[config.mk]
export PLATFORM = sky130hd
export DESIGN_NAME = ram_arbiter_2port
export DESIGN_NICKNAME = d
export VERILOG_FILES = /design/src/rtl/ram_arb_pkg.sv /design/src/rtl/ram_arbiter_2port_rr.sv /design/src/rtl/ram_arbiter_2port.sv
export SDC_FILE = /design/constraint.sdc
export NUM_CORES = 1
export LEC_CHECK = 0
export ABC_CLOCK_PERIOD_IN_PS = 3410
export CORE_UTILIZATION = 35
export CTS_BUF_LIST = sky130_fd_sc_hd__clkbuf_4 sky130_fd_sc_hd__clkbuf_8
export CTS_CLUSTER_SIZE = 30
export DETAILED_ROUTE_END_ITERATION = 8
export PLACE_DENSITY_LB_ADDON = 0.08
export SYNTH_ARGS = -nofsm -noshare
export SYNTH_HDL_FRONTEND = slang
export SYNTH_HIERARCHICAL = 1
export SYNTH_SLANG_ARGS = --single-unit
[constraint.sdc]
create_clock -name clk -period 3.41 [get_ports clk]
set_clock_uncertainty 0.15 [all_clocks]
set_input_delay 0.8525 -clock clk [delete_from_list [all_inputs] [get_ports clk]]
set_output_delay 0.8525 -clock clk [all_outputs]
set_load 0.05 [all_outputs]
[src/rtl/ram_arb_pkg.sv]
// rtl/ram_arb_pkg.sv - shared widths and enums for the two-port RAM arbiter
package ram_arb_pkg;

  localparam int DEF_ADDR_WIDTH = 12;
  localparam int DEF_DATA_WIDTH = 16;

  typedef enum logic {
    PORT_A = 1'b0,
    PORT_B = 1'b1
  } port_e;

  typedef enum logic [1:0] {
    GNT_NONE = 2'd0,
    GNT_A    = 2'd1,
    GNT_B    = 2'd2
  } grant_e;

endpackage

[src/rtl/ram_arbiter_2port_rr.sv]
// rtl/ram_arbiter_2port_rr.sv - two-way round-robin grant with registered priority pointer
module rr_arbiter_2
  import ram_arb_pkg::*;
(
  input  logic       clk,
  input  logic       reset,
  input  logic [1:0] req_i,
  output grant_e     grant_o
);

  port_e prio_q, prio_d;

  // Grant is suppressed while reset is high so nothing reaches the RAM.
  always_comb begin
    grant_o = GNT_NONE;
    if (!reset) begin
      case (req_i)
        2'b01:   grant_o = GNT_A;
        2'b10:   grant_o = GNT_B;
        2'b11:   grant_o = (prio_q == PORT_A) ? GNT_A : GNT_B;
        default: grant_o = GNT_NONE;
      endcase
    end
  end

  always_comb begin
    prio_d = prio_q;
    case (grant_o)
      GNT_A:   prio_d = PORT_B;
      GNT_B:   prio_d = PORT_A;
      default: prio_d = prio_q;
    endcase
  end

  always_ff @(posedge clk) begin
    if (reset) prio_q <= PORT_A;
    else       prio_q <= prio_d;
  end

endmodule

[src/rtl/ram_arbiter_2port.sv]
// rtl/ram_arbiter_2port.sv - shares one zero-delay-read RAM between ports A and B
module ram_arbiter_2port
  import ram_arb_pkg::*;
#(
  parameter int ADDR_WIDTH = DEF_ADDR_WIDTH,
  parameter int DATA_WIDTH = DEF_DATA_WIDTH
) (
  input  logic                  clk,
  input  logic                  reset,
  input  logic                  a_req,
  input  logic                  a_write,
  input  logic [ADDR_WIDTH-1:0] a_address,
  input  logic [DATA_WIDTH-1:0] a_writedata,
  output logic                  a_ack,
  output logic [DATA_WIDTH-1:0] a_readdata,
  output logic                  a_rvalid,
  input  logic                  b_req,
  input  logic                  b_write,
  input  logic [ADDR_WIDTH-1:0] b_address,
  input  logic [DATA_WIDTH-1:0] b_writedata,
  output logic                  b_ack,
  output logic [DATA_WIDTH-1:0] b_readdata,
  output logic                  b_rvalid,
  output logic [ADDR_WIDTH-1:0] ram_address,
  output logic                  ram_read,
  output logic                  ram_write,
  output logic [DATA_WIDTH-1:0] ram_writedata,
  input  logic [DATA_WIDTH-1:0] ram_readdata
);

  grant_e grant;

  logic                  a_rvalid_q, a_rvalid_d;
  logic                  b_rvalid_q, b_rvalid_d;
  logic [DATA_WIDTH-1:0] a_readdata_q, b_readdata_q;

  rr_arbiter_2 u_rr (
    .clk     (clk),
    .reset   (reset),
    .req_i   ({b_req, a_req}),
    .grant_o (grant)
  );

  always_comb begin
    ram_address   = '0;
    ram_writedata = '0;
    ram_write     = 1'b0;
    ram_read      = 1'b0;
    case (grant)
      GNT_A: begin
        ram_address   = a_address;
        ram_writedata = a_writedata;
        ram_write     = a_write;
        ram_read      = !a_write;
      end
      GNT_B: begin
        ram_address   = b_address;
        ram_writedata = b_writedata;
        ram_write     = b_write;
        ram_read      = !b_write;
      end
      default: ;
    endcase
  end

  assign a_ack = (grant == GNT_A);
  assign b_ack = (grant == GNT_B);

  assign a_rvalid_d = a_ack && !a_write;
  assign b_rvalid_d = b_ack && !b_write;

  always_ff @(posedge clk) begin
    if (reset) begin
      a_rvalid_q   <= 1'b0;
      b_rvalid_q   <= 1'b0;
      a_readdata_q <= '0;
      b_readdata_q <= '0;
    end else begin
      a_rvalid_q <= a_rvalid_d;
      b_rvalid_q <= b_rvalid_d;
      if (a_rvalid_d) a_readdata_q <= ram_readdata;
      if (b_rvalid_d) b_readdata_q <= ram_readdata;
    end
  end

  // A read captured just before reset rises must not be reported.
  assign a_rvalid   = a_rvalid_q && !reset;
  assign b_rvalid   = b_rvalid_q && !reset;
  assign a_readdata = a_readdata_q;
  assign b_readdata = b_readdata_q;

endmodule

==> flow_metrics.env <==
export IMPL_status="complete, no violations"
export IMPL_end_kind="primary output"
export IMPL_postLayoutCellArea_mm2=0.00456
export IMPL_internal_power_w=0.000906
export IMPL_power_switching_w=0.000432
export IMPL_hold_ws_ps=324
export IMPL_layout_min_cycle_time_ps=3380
export IMPL_p_seq_frac=0.320
export IMPL_top_usage_layer="met2"
export IMPL_comb_power_share=0.400
export IMPL_clockBufferDepth=2
export IMPL_coreArea_mm2=0.00527
export IMPL_syn_num_nets=299
export IMPL_cts_tree="done"
export IMPL_final_common_cell="clkdlybuf4s50_1"
export IMPL_fp_dieH_um=76.9
export IMPL_timing_fmax_mhz=295
export IMPL_syn_inst=216
export IMPL_powerDensity_mw_per_mm2=294
export IMPL_firstDrtPassIters=4
export IMPL_grt_use_met3=0.0774
export IMPL_finalSetupViolations=0
export IMPL_placed_cells=423
export IMPL_antenna_found_initial=0
export IMPL_die_w_um=76.9
export IMPL_grt_max_degree=53
export IMPL_grtUsageMet2=0.488
export IMPL_slowest_stage="and3b_2"
export IMPL_grt_pass1_vias=2310
export IMPL_grt_ovfl_total=0
export IMPL_cts_htree_levels=2
export IMPL_initial_core_util=0.373
export IMPL_root_buffer="clkbuf_8"
export IMPL_grt_use_met1=0.321
export IMPL_slew_viol_final=0
export IMPL_drc_errors=0
export IMPL_nNetsFinal=454
export IMPL_setup_ws_ps=25.5
export IMPL_clock_latency_ps=290
export IMPL_max_stage_delay_ps=280
export IMPL_placementRows=26
export IMPL_grt_usage=0.283
export IMPL_cts_buffers=5
export IMPL_drt_iter0_markers=106
export IMPL_clock_sinks=35
export IMPL_leakage_nw=1.66
export IMPL_path_cells="clkdlybuf4s15_1 > and3b_2 > buf_4 > inv_4 > ha_4 > buf_16 > a22oi_2 > nor2_4 > buf_12"
export IMPL_dp_hpwl_mm=5.27
export IMPL_drive_gt1_frac=0.371
export IMPL_synthDistinctLibCells=22
export IMPL_fin_crit_sh=0.993
export IMPL_ys_seq_elements=35
export IMPL_syn_to_final_growth_pct=132
export IMPL_final_cells=442
export IMPL_yosysWarnings=6
export IMPL_preCtsSetupSlack_ps=-246
export IMPL_diodes=0
export IMPL_critPathMaxFanout=7
export IMPL_syn_area_mm2=0.00196
export IMPL_dieArea_mm2=0.00592
export IMPL_syn_area_per_cell_um2=9.09
export IMPL_vias_per_cell=5.14
export IMPL_dr_total_vias=2271
export IMPL_crit_type="in -> out"
export IMPL_finalHoldViolCount=0
export IMPL_routedWlPerCell_um=20.3
export IMPL_cp_data_required_time_ps=2410
export IMPL_clk_pin_slew_ps=70
export IMPL_grt_pass1_wl_mm=12.9
export IMPL_min_path_type="reg -> reg"
export IMPL_tns_ps=0
export IMPL_clock_power_share=0.280
export IMPL_place_area_mm2=0.00404
export IMPL_cp_start_kind="input port"
export IMPL_cp_arrival_ps=2380
export IMPL_io_pins=144
export IMPL_final_cell_mix="clkdlybuf4s50_1 (106), nand2b_1 (49), buf_12 (38)"
export IMPL_slew_headroom=0.643
export IMPL_seq_area_frac_synth=0.357
export IMPL_switching_share=0.323
export IMPL_routed_wl_mm=8.97
export IMPL_tightest_slew_ps=534
export IMPL_io_buffers=143
export IMPL_peakVddDrop_mv=0.436
export IMPL_detail_route_antenna_nets=0
export IMPL_gp_congestion=0.751
export IMPL_cap_violations=0
## cell usage after synthesis
library cell	count	area (µm²)
mux2i_1	32	320
or2_1	1	6.26
nor3b_1	1	7.51
a21oi_1	1	5.00
buf_12	2	40.0
buf_2	5	25.0
a21oi_2	1	8.76
nand3b_1	1	7.51
nor2b_1	4	25.0
buf_6	2	22.5
nor2_1	31	116
nand2b_4	1	13.8
a22oi_1	29	218
nor2b_4	1	13.8
inv_1	2	7.51
buf_4	1	7.51
ha_1	5	62.6
dfxtp_1	35	701
nand2b_1	49	307
nand2_1	2	7.51
clkbuf_1	9	33.8
and3b_1	1	8.76
## worst paths after layout
kind,startpoint,to,slack [ps],cells after the start
setup / recovery,reset,ram_writedata[7],30,9
setup reg to reg,u_rr/prio_q,a_readdata[13],1280,9
hold reg to reg,a_readdata[8],a_readdata[8],320,2
hold / removal,a_readdata[8],a_readdata[8],320,2
## registers in the layout, indices dropped and copies added (netlist names)
register	flops
u_rr/prio_q	1
a_readdata	16
b_rvalid_q	1
a_rvalid_q	1
b_readdata	16
## kinds of logic (layout without fill, tap and decap cells)
family	Yosys count	in the layout	share of synthesized area
compound gates	31	31	0.118
flops	35	35	0.357
buf+inv	21	177	0.0694
fa+ha+maj	5	5	0.0318
simple gates	92	92	0.261
mux	32	32	0.163
## critical path: cells and delay by family
family | cells | cell delay (ps)
adders and majority gates | 1 | 210
and+or+nand+nor | 2 | 350
buffers and inverters | 5 | 690
AOI/OAI and AO/OA | 1 | 260
## power by group through the flow
stage	Clock, W	Sequential (W)	Combinational [W]
after global placement	0	0.000437	0.000444
after floorplan	0	0.000474	0.000190
final	0.000374	0.000429	0.000535
after detailed placement	0	0.000437	0.000450
after CTS	0.000383	0.000428	0.000519
after global routing	0.000400	0.000430	0.000553
## repair_timing
item	CTS	global route
cloned	5	1
hold buffers	0	0
hold endpoints to repair	0	0
gates resized for setup	52	5
pin swaps	21	5
buffers inserted	4	1
setup endpoints to repair	31	30
## through the flow
stage	power [W]	utilization
after CTS	0.00133	0.860
after global placement	0.000881	0.766
after floorplan	0.000665	-
final	0.00134	0.865
after global routing	0.00138	0.865
after detailed placement	0.000888	0.766
## per-layer routing
layer	share of wire	vias up
met1	0.39	1073
li1	-	1050
met5	0	-
met2	0.49	118
met4	0.040	0
met3	0.085	30
## cell type report
class	instances	area, µm²
repair buffers	167	2110
multi-input cells	160	1540
fillers	261	712
flip-flops and latches	35	701
well taps	70	87.6
clock buffers	5	68.8
clock inverters	3	43.8
inverters	2	10.0
Power figures use the tool's default switching activity.
